**src/rtl/frequency_meter.sv**
```systemverilog
`timescale 1ns/1ps
`default_nettype none
// ============================================================================
//  Module   : frequency_meter
//  Purpose  : Measures the period of an external pulse train in clk cycles and
//             converts it to a frequency in 0.1 kHz units with a sequential
//             restoring divider (one quotient bit per clock).
//  Revision : 1.0  initial release
// ============================================================================
module frequency_meter #(
    parameter int CLK_FREQ_KHZ = 100_000,
    parameter int MAX_PERIOD   = 200_000,
    parameter int BIT_WIDTH    = 32
) (
    input  logic                 clk,
    input  logic                 reset,
    input  logic                 pulse_in,
    output logic [15:0]          meas_freq,
    output logic [BIT_WIDTH-1:0] meas_period,
    output logic                 freq_valid,
    output logic                 timeout,
    output logic                 busy
);

    // Dividend of the conversion: clk frequency expressed in 0.1 kHz units
    localparam logic [BIT_WIDTH-1:0] c_TARGET     = BIT_WIDTH'(CLK_FREQ_KHZ * 10);
    localparam logic [BIT_WIDTH-1:0] c_MAX_PERIOD = BIT_WIDTH'(MAX_PERIOD);
    localparam logic [BIT_WIDTH-1:0] c_FREQ_MAX   = BIT_WIDTH'(16'hFFFF);
    localparam int                   c_IW         = $clog2(BIT_WIDTH);
    localparam logic [c_IW-1:0]      c_LAST_ITER  = c_IW'(BIT_WIDTH - 1);

    localparam logic [1:0] c_ST_ARM     = 2'd0;
    localparam logic [1:0] c_ST_MEASURE = 2'd1;
    localparam logic [1:0] c_ST_DIVIDE  = 2'd2;
    localparam logic [1:0] c_ST_DONE    = 2'd3;

    logic                 r_s1;
    logic                 r_s2;
    logic                 r_s3;
    logic                 w_rise;
    logic [BIT_WIDTH-1:0] r_cnt;
    logic [1:0]           r_state;
    logic [BIT_WIDTH-1:0] r_divisor;
    logic [BIT_WIDTH-1:0] r_dividend;
    logic [BIT_WIDTH-1:0] r_rem;
    logic [BIT_WIDTH-1:0] r_quot;
    logic [c_IW-1:0]      r_iter;
    logic [15:0]          r_meas_freq;
    logic [BIT_WIDTH-1:0] r_meas_period;
    logic                 r_freq_valid;
    logic                 r_timeout;
    logic                 r_busy;
    logic [BIT_WIDTH:0]   w_rem_shift;
    logic                 w_rem_ge;
    logic [BIT_WIDTH-1:0] w_rem_next;
    logic                 w_quot_sat;

    assign w_rise = r_s2 & ~r_s3;

    // One restoring-division step: shift the next dividend bit into the
    // remainder and subtract the divisor when it fits. The remainder after a
    // successful subtract is below the divisor, so BIT_WIDTH bits suffice.
    assign w_rem_shift = {r_rem, r_dividend[BIT_WIDTH-1]};
    assign w_rem_ge    = (w_rem_shift >= {1'b0, r_divisor});
    assign w_rem_next  = w_rem_ge ? (w_rem_shift[BIT_WIDTH-1:0] - r_divisor)
                                  : w_rem_shift[BIT_WIDTH-1:0];
    assign w_quot_sat  = (r_quot > c_FREQ_MAX);

    assign meas_freq   = r_meas_freq;
    assign meas_period = r_meas_period;
    assign freq_valid  = r_freq_valid;
    assign timeout     = r_timeout;
    assign busy        = r_busy;

    // Two-flop synchronizer plus one delay flop for rising-edge detection
    always_ff @(posedge clk or negedge reset) begin
        if (!reset) begin
            r_s1 <= 1'b0;
            r_s2 <= 1'b0;
            r_s3 <= 1'b0;
        end else begin
            r_s1 <= pulse_in;
            r_s2 <= r_s1;
            r_s3 <= r_s2;
        end
    end

    // Period counter: restarts at 1 on every rise, saturates at MAX_PERIOD
    always_ff @(posedge clk or negedge reset) begin
        if (!reset) begin
            r_cnt <= '0;
        end else if (w_rise) begin
            r_cnt <= BIT_WIDTH'(1);
        end else if (r_cnt < c_MAX_PERIOD) begin
            r_cnt <= r_cnt + BIT_WIDTH'(1);
        end
    end

    // Measurement FSM with the divider datapath and registered outputs
    always_ff @(posedge clk or negedge reset) begin
        if (!reset) begin
            r_state       <= c_ST_ARM;
            r_divisor     <= '0;
            r_dividend    <= '0;
            r_rem         <= '0;
            r_quot        <= '0;
            r_iter        <= '0;
            r_meas_freq   <= '0;
            r_meas_period <= '0;
            r_freq_valid  <= 1'b0;
            r_timeout     <= 1'b0;
            r_busy        <= 1'b0;
        end else begin
            r_freq_valid <= 1'b0;
            case (r_state)
                c_ST_ARM: begin
                    // First edge only opens the measurement window
                    if (w_rise) begin
                        r_state <= c_ST_MEASURE;
                    end
                end
                c_ST_MEASURE: begin
                    // A rise wins over a simultaneous counter saturation
                    if (w_rise) begin
                        r_divisor  <= r_cnt;
                        r_dividend <= c_TARGET;
                        r_rem      <= '0;
                        r_quot     <= '0;
                        r_iter     <= '0;
                        r_busy     <= 1'b1;
                        r_state    <= c_ST_DIVIDE;
                    end else if (r_cnt == c_MAX_PERIOD) begin
                        r_meas_freq   <= '0;
                        r_meas_period <= '0;
                        r_timeout     <= 1'b1;
                        r_freq_valid  <= 1'b1;
                        r_state       <= c_ST_ARM;
                    end
                end
                c_ST_DIVIDE: begin
                    r_rem      <= w_rem_next;
                    r_dividend <= {r_dividend[BIT_WIDTH-2:0], 1'b0};
                    r_quot     <= {r_quot[BIT_WIDTH-2:0], w_rem_ge};
                    r_iter     <= r_iter + c_IW'(1);
                    if (r_iter == c_LAST_ITER) begin
                        r_busy  <= 1'b0;
                        r_state <= c_ST_DONE;
                    end
                end
                c_ST_DONE: begin
                    // Period is published together with the frequency so all
                    // outputs change on the same strobe
                    r_meas_freq   <= w_quot_sat ? 16'hFFFF : r_quot[15:0];
                    r_meas_period <= r_divisor;
                    r_timeout     <= 1'b0;
                    r_freq_valid  <= 1'b1;
                    r_state       <= c_ST_MEASURE;
                end
                default: begin
                    r_state <= c_ST_ARM;
                end
            endcase
        end
    end

endmodule
`default_nettype wire

```
**config.mk**
```make
export PLATFORM = sky130hd
export DESIGN_NAME = frequency_meter
export DESIGN_NICKNAME = d
export VERILOG_FILES = /design/src/rtl/frequency_meter.sv
export SDC_FILE = /design/constraint.sdc
export NUM_CORES = 1
export LEC_CHECK = 0
export ABC_AREA = 1
export ABC_CLOCK_PERIOD_IN_PS = 2600
export BUFFER_PORTS_ARGS = -buffer_cell sky130_fd_sc_hd__buf_2
export CAP_MARGIN = 15
export CORE_ASPECT_RATIO = 0.5
export CORE_UTILIZATION = 44
export DETAILED_ROUTE_END_ITERATION = 16
export PLACE_DENSITY_LB_ADDON = 0.2
export SYNTH_ARGS = -nofsm -noshare
export SYNTH_HDL_FRONTEND = slang
export SYNTH_SLANG_ARGS = --single-unit
```
**constraint.sdc**
```tcl
create_clock -name clk -period 2.6 [get_ports clk]
set_input_delay 0.26 -clock clk [delete_from_list [all_inputs] [get_ports clk]]
set_output_delay 0.26 -clock clk [all_outputs]
set_load 0.005 [all_outputs]
```
==> impl_metrics.toml, run 1 <==
[timing]
finalCritPeriodShare_pct = 94.6
fmaxAchievable_mhz = 406
rsz0062_at_grt = "no"
setup_violations = 0
finalCriticalPeriod_ns = 2.46
fin_skew_ns = 0.0154
worst_pin_slew_ns = 0.808
slew_headroom_pct = 46.1
hold_ws_ns = 0.263
finalHoldViolCount = 0
finalMaxSlewViolations = 0
setup-tns-final_ns = 0

[yosys]
synth_cell_type_count = 41
synth_xor_area_share_pct = 1.58
synth_top_area_cell = "dfrtp_1"
ys_seq_area_share_pct = 46.3
synth_compound_area_share_pct = 11.1
syn_area_um2 = 11600
synth_top_area_share_pct = 46.3
synth-adder-area-share_pct = 4.59
yosys_register_bits = 215
synth_top_family_by_area = "simple AND/OR/NAND/NOR gates"
ys.warnings.count = 0
syn_nets = 1571
syn_inst = 1526
avgSynthCellArea_um2 = 7.61
synth.area.top_cells = "dfrtp_1 (46%), nand2_1 (14%), inv_1 (8.6%)"
synth_mux_area_share_pct = 0
yosys.area_share.simple_pct = 25.3

[route]
routed_via_density = 5.12
drc = 0
finalWirelength_um = 31400
dr_total_vias = 9926
first_pass_iters = 5
drt_iter0_drc = 721
postRouteAntennaNets = 0
wl_per_cell_um = 16.2

[cells_and_area]
fin_area_um2 = 13200
n_antenna_cell = 0
final_cell_mix = "nand2_1 (439), inv_1 (265), dfrtp_1 (215), nand3_1 (108), o21ai_0 (89)"
layout-area-overhead-vs-synth_pct = 13.7
nets = 1625
final_common_cell = "nand2_1"
final_layout_size_suffix_gt1_share_pct = 9.27
fin_util_pct = 51.7

[place]
hpwlAfterDp_um = 22800
gp_congestion = 0.954
place_area_um2 = 12300
port_buffers = 53

[floorplan]
ios = 54
coreArea_um2 = 25500
die_h_um = 117
die-area_um2 = 27100
rows = 41
die_x_um = 232
start_util_pct = 45.5

[flow_run]
maxCapViolCount = 0

[worst_setup_path]
cpMostUsedCell = "nand3_1"
reg2reg_depth = 11
cpLargestDelayFamily = "simple AND/OR/NAND/NOR gates"
r2r_setup_slack_ns = 0.14
crit_chain = "inv_1 -> ha_1 -> a21oi_1 -> nor2_1 -> nor3_1 -> nand2_1 -> nor2_4 -> buf_8 -> nand3_1 -> nand3_1 -> o21ai_0"
critPathMaxStageDelay_ns = 0.35
crit_fanout = 27
slowest_stage = "dfrtp_1"
cp-end-kind = "flop"
crit_start = "r_divisor[30]$_DFFE_PN0P_"
required_ns = 3.01
arrival_ns = 2.87
criticalPathCategory = "flop to flop"
reg2reg_to = "r_rem[0]$_DFFE_PN0P_"
r2r-start = "r_divisor[30]$_DFFE_PN0P_"
startpoint_type = "flop"
crit_buf_inv = 2

[clocking]
cts_buffers = 22
postCtsSetupRepairBufs = 0
clock_path_buffers = 3
clock_latency_ns = 0.54
path_clk_slew_ns = 0.07
cts_sinks = 215
h-tree-depth = 1
cts_tree = "done"
clockRootBuffer = "clkbuf_16"

[power]
powerDensity_nw_per_um2 = 1340
peakVddDrop_uv = 1050
fin_total_pwr_mw = 17.6
power_leakage_nw = 6.76

[global_routing]
track_usage_pct = 23.6
grt_pass1_wl_um = 50200
grt_pass1_vias = 9407
grt_max_degree = 64
grt_antenna_before_repair = 2
gr-total-overflow = 0

[min_path]
hp-class = "primary input to asynchronous set/reset pin"

[outcome]
status = "finished, final reports clean"
-- final cells by class --
cell class / count / area, um2
clock inverter: 9 / 118
timing repair buffer: 82 / 611
fill: 2470 / 12300
multi-input combinational: 989 / 4990
clock buffer: 31 / 654
tap: 344 / 430
sequential: 215 / 5380
inverter: 270 / 1010
-- per-layer routing --
metal / global-route usage, % / up-vias / share of wire (%)
met3: 4.46 / 33 / 6.0
met2: 35.1 / 226 / 41
met5: 0 / - / 0
met1: 35.6 / 4717 / 52
li1: - / 4950 / -
met4: 4.56 / 0 / 1.7
-- metrics by stage --
stage / instances / setup slack, ns
global placement: 1896 / 0.113
floorplan: 1526 / 0.635
global route: 1940 / 0.00879
detailed placement: 1896 / 0.0780
finish: 1940 / 0.140
CTS: 1938 / 0.0588
-- Yosys cell counts, drive strengths merged --
cell type  number
dfrtp         215
ha             41
clkbuf         25
and2            6
nor4            8
inv           270
o21bai          4
a21o            1
nor2           83
o31ai           5
buf            28
a22oi           7
a22o            1
nand4          11
a21oi          28
o21a            1
o21ai         136
nand3b         10
nand2         448
nor3           16
a32o            1
fa              1
xnor2          13
or2             1
xor2            8
nand3         109
o22ai          49
-- worst register-to-register path: cells and delay by family, from the launching register on --
kind,cells,cell delay [ns]
adders and majority gates,1,0.35
and+or+nand+nor,6,1.00
buffers and inverters,2,0.35
DFF,1,0.35
AOI/OAI and AO/OA,2,0.29
-- where the power goes --
| part | switching (mW) | internal [mW] |
|---|---|---|
| sequential | 0.248 | 3.70 |
| combinational | 6.96 | 3.36 |
| clock | 1.40 | 1.97 |
| total | 8.61 | 9.02 |
-- cell families (layout without fill, tap and decap cells) --
kind of cell | count (synthesis) | after routing
AND/OR/NAND/NOR | 692 | 693
buffers and inverters | 323 | 392
AO/OA/AOI/OAI | 233 | 233
flip-flops | 215 | 215
adder cells (fa/ha/maj) | 42 | 42
XOR/XNOR | 21 | 21
-- registers in the layout, summed over array words and instances (netlist names), 5 cells and up --
signal and cells:
meas_freq 16, meas_period 32, r_cnt 32, r_dividend 26, r_divisor 32, r_iter 5, r_quot 32, r_rem 32
-- worst max path at each step --
| stage | to | slack (ns) | cells past startpoint |
|---|---|---|---|
| after global placement | r_rem[17]$_DFFE_PN0P_ | 0.11 | 15 |
| after detailed placement | r_rem[0]$_DFFE_PN0P_ | 0.08 | 15 |
| after CTS | r_rem[0]$_DFFE_PN0P_ | 0.06 | 15 |
| after global routing | r_rem[18]$_DFFE_PN0P_ | 0.009 | 13 |
| final | r_rem[0]$_DFFE_PN0P_ | 0.14 | 11 |
| after floorplan | r_rem[15]$_DFFE_PN0P_ | 0.64 | 15 |
-- timing repair --
item,CTS,global route
resized for setup,0,9
hold buffers,2,0
endpoints found under the hold margin,58,0
endpoints found under the setup margin,0,33
Note: power is estimated with default switching activity, not from simulation.
==> run 2, diff against run 1 <==
CORE_UTILIZATION = 35   (was 44)
==> run 2 against run 1 <==
Net effect: combinational power down 5%; flip-flop and latch count unchanged; maximum frequency up 3.9%; clock skew down 0.0048 ns; largest power group unchanged; non-clock buffer count up 1; clock-buffer cell count down 3; first-iteration DRC count up 4.4%; register-to-register slack better by 0.09 ns; largest cell class unchanged; power down 4.3%; critical endpoint is now r_rem[16]$_DFFE_PN0P_.
==> impl_metrics.toml, run 2 (same netlist as run 1, synthesis figures left out) <==
[outcome]
status = "finished, final reports clean"

[timing]
finalMaxSlewViolations = 0
fmaxAchievable_mhz = 422
setup_violations = 0
finalCriticalPeriod_ns = 2.37
finalCritPeriodShare_pct = 91.1
finalHoldViolCount = 0
fin_skew_ns = 0.0106
rsz0062_at_grt = "no"
worst_pin_slew_ns = 0.554
slew_headroom_pct = 63.1
setup_slack_ns = 0.232
setup-tns-final_ns = 0

[cells_and_area]
seq_area_um2 = 5380
fillers = 3318
layout-area-overhead-vs-synth_pct = 13.6
multi_input_area_um2 = 4970
final_layout_size_suffix_gt1_share_pct = 9.22
nets = 1625
final_cell_mix = "nand2_1 (441), inv_1 (265), dfrtp_1 (215), nand3_1 (108), o21ai_0 (89)"
final_common_cell = "nand2_1"
finalNonFillerCells = 2026
n_antenna_cell = 0

[place]
hpwlAfterDp_um = 22300
gp_congestion = 0.921
dp.cells = 1986
place_ws_ns = 0.185
port_buffers = 53

[power]
peakVddDrop_uv = 1100
powerDensity_nw_per_um2 = 1280
power_leakage_nw = 6.69

[route]
routed_via_density = 4.75
drt_iter0_drc = 753
wl_per_cell_um = 15.2
first_pass_iters = 5
finalWirelength_um = 30900
postRouteAntennaNets = 0
dr_total_vias = 9624
drc = 0

[floorplan]
start_util_pct = 36.1
die-area_um2 = 34000
rows = 46
die_x_um = 260
ios = 54
coreArea_um2 = 32200
die_h_um = 131

[clocking]
h-tree-depth = 1
cts_sinks = 215
postCtsSetupRepairBufs = 0
clockRootBuffer = "clkbuf_16"
cts_tree = "done"
clock_path_buffers = 3
path_clk_slew_ns = 0.06
cts_buffers = 22
clock_latency_ns = 0.53

[global_routing]
grt_antenna_before_repair = 1
grt_max_degree = 68
track_usage_pct = 18.8
grt_pass1_vias = 9322
grt_pass1_wl_um = 50400
gr-total-overflow = 0

[worst_setup_path]
cpMostUsedCell = "nand2_1"
critPathMaxStageDelay_ns = 0.39
cp-end-kind = "flop"
crit_chain = "inv_1 -> ha_1 -> nand2_1 -> nor2_2 -> nand2_1 -> nor2_2 -> nand2_1 -> a21oi_2 -> nor2_4 -> nand2_8 -> buf_12 -> nand3_1 -> nand3_1 -> nand2_1"
criticalPathCategory = "flop to flop"
cpLargestDelayFamily = "simple AND/OR/NAND/NOR gates"
required_ns = 3.01
slowest_stage = "dfrtp_1"
startpoint_type = "flop"
crit_buf_inv = 2
crit_fanout = 17
arrival_ns = 2.78

[flow_run]
maxCapViolCount = 0

[min_path]
hp-class = "primary input to asynchronous set/reset pin"
[run 2: through the flow]
| step | hold WS, ns | total power [mW] | cell area, um2 | util [%] |
|---|---|---|---|---|
| 2_1_floorplan | -0.0356 | 11.2 | 11600 | - |
| 3_3_place_gp | 0.262 | 13.7 | 12500 | 38.7 |
| 3_5_place_dp | 0.269 | 13.7 | 12500 | 38.7 |
| 4_1_cts | 0.299 | 16.8 | 13200 | 41.0 |
| 5_1_grt | 0.322 | 18.4 | 13200 | 41.0 |
| 6_report | 0.278 | 16.9 | 13200 | 41.0 |
[run 2: power breakdown]
| part | switching, mW | total [mW] | internal, mW |
|---|---|---|---|
| clock | 1.36 | 3.11 | 1.75 |
| sequential | 0.242 | 3.94 | 3.70 |
| combinational | 6.55 | 9.83 | 3.28 |
| total | 8.16 | 16.9 | 8.72 |
[run 2: layout make-up]
type                    instances  area share (%)
clock buffers                  28            4.57
clock inverters                10           0.712
inverters                     270            7.68
multi-input cells             988            37.7
flip-flops and latches        215            40.8
well taps                     432            4.10
repair buffers                 83            4.43
[run 2: path summary, 6_finish.rpt]
kind / cells after the start / end / startpoint / slack, ns
hold reg to reg: 0 / r_s2$_DFF_PN0_ / r_s1$_DFF_PN0_ / 0.35
min in group clk: 0 / r_s2$_DFF_PN0_ / r_s1$_DFF_PN0_ / 0.35
setup reg to reg: 14 / r_rem[16]$_DFFE_PN0P_ / r_divisor[23]$_DFFE_PN0P_ / 0.23
setup / recovery: 14 / r_rem[16]$_DFFE_PN0P_ / r_divisor[23]$_DFFE_PN0P_ / 0.23
max in group asynchronous: 3 / r_dividend[15]$_DFFE_PN0P_ / reset / 1.54
hold / removal: 2 / meas_period[14]$_DFFE_PN0P_ / reset / 0.28
[run 2: timing repair]
item,in CTS,in global routing
endpoints found under the hold margin,64,0
hold buffers,2,0
endpoints found under the setup margin,0,24
resized for setup,0,5
[run 2: per-layer routing]
layer | global-route usage [%] | vias to the layer above | routed length (um)
met1 | 28.2 | 4528 | 16300
met5 | 0 | - | 0
met2 | 28.8 | 113 | 13200
met3 | 2.64 | 31 | 941
met4 | 3.84 | 0 | 511
li1 | - | 4952 | -
[run 2: worst register-to-register path, stage by stage, from the launching register on]
cell     delay (ns)
dfrtp_1        0.39
inv_1          0.08
ha_1           0.38
nand2_1        0.13
nor2_2         0.18
nand2_1        0.10
nor2_2         0.15
nand2_1        0.08
a21oi_2        0.17
nor2_4         0.07
nand2_8        0.13
buf_12         0.18
nand3_1        0.08
nand3_1        0.07
nand2_1        0.06
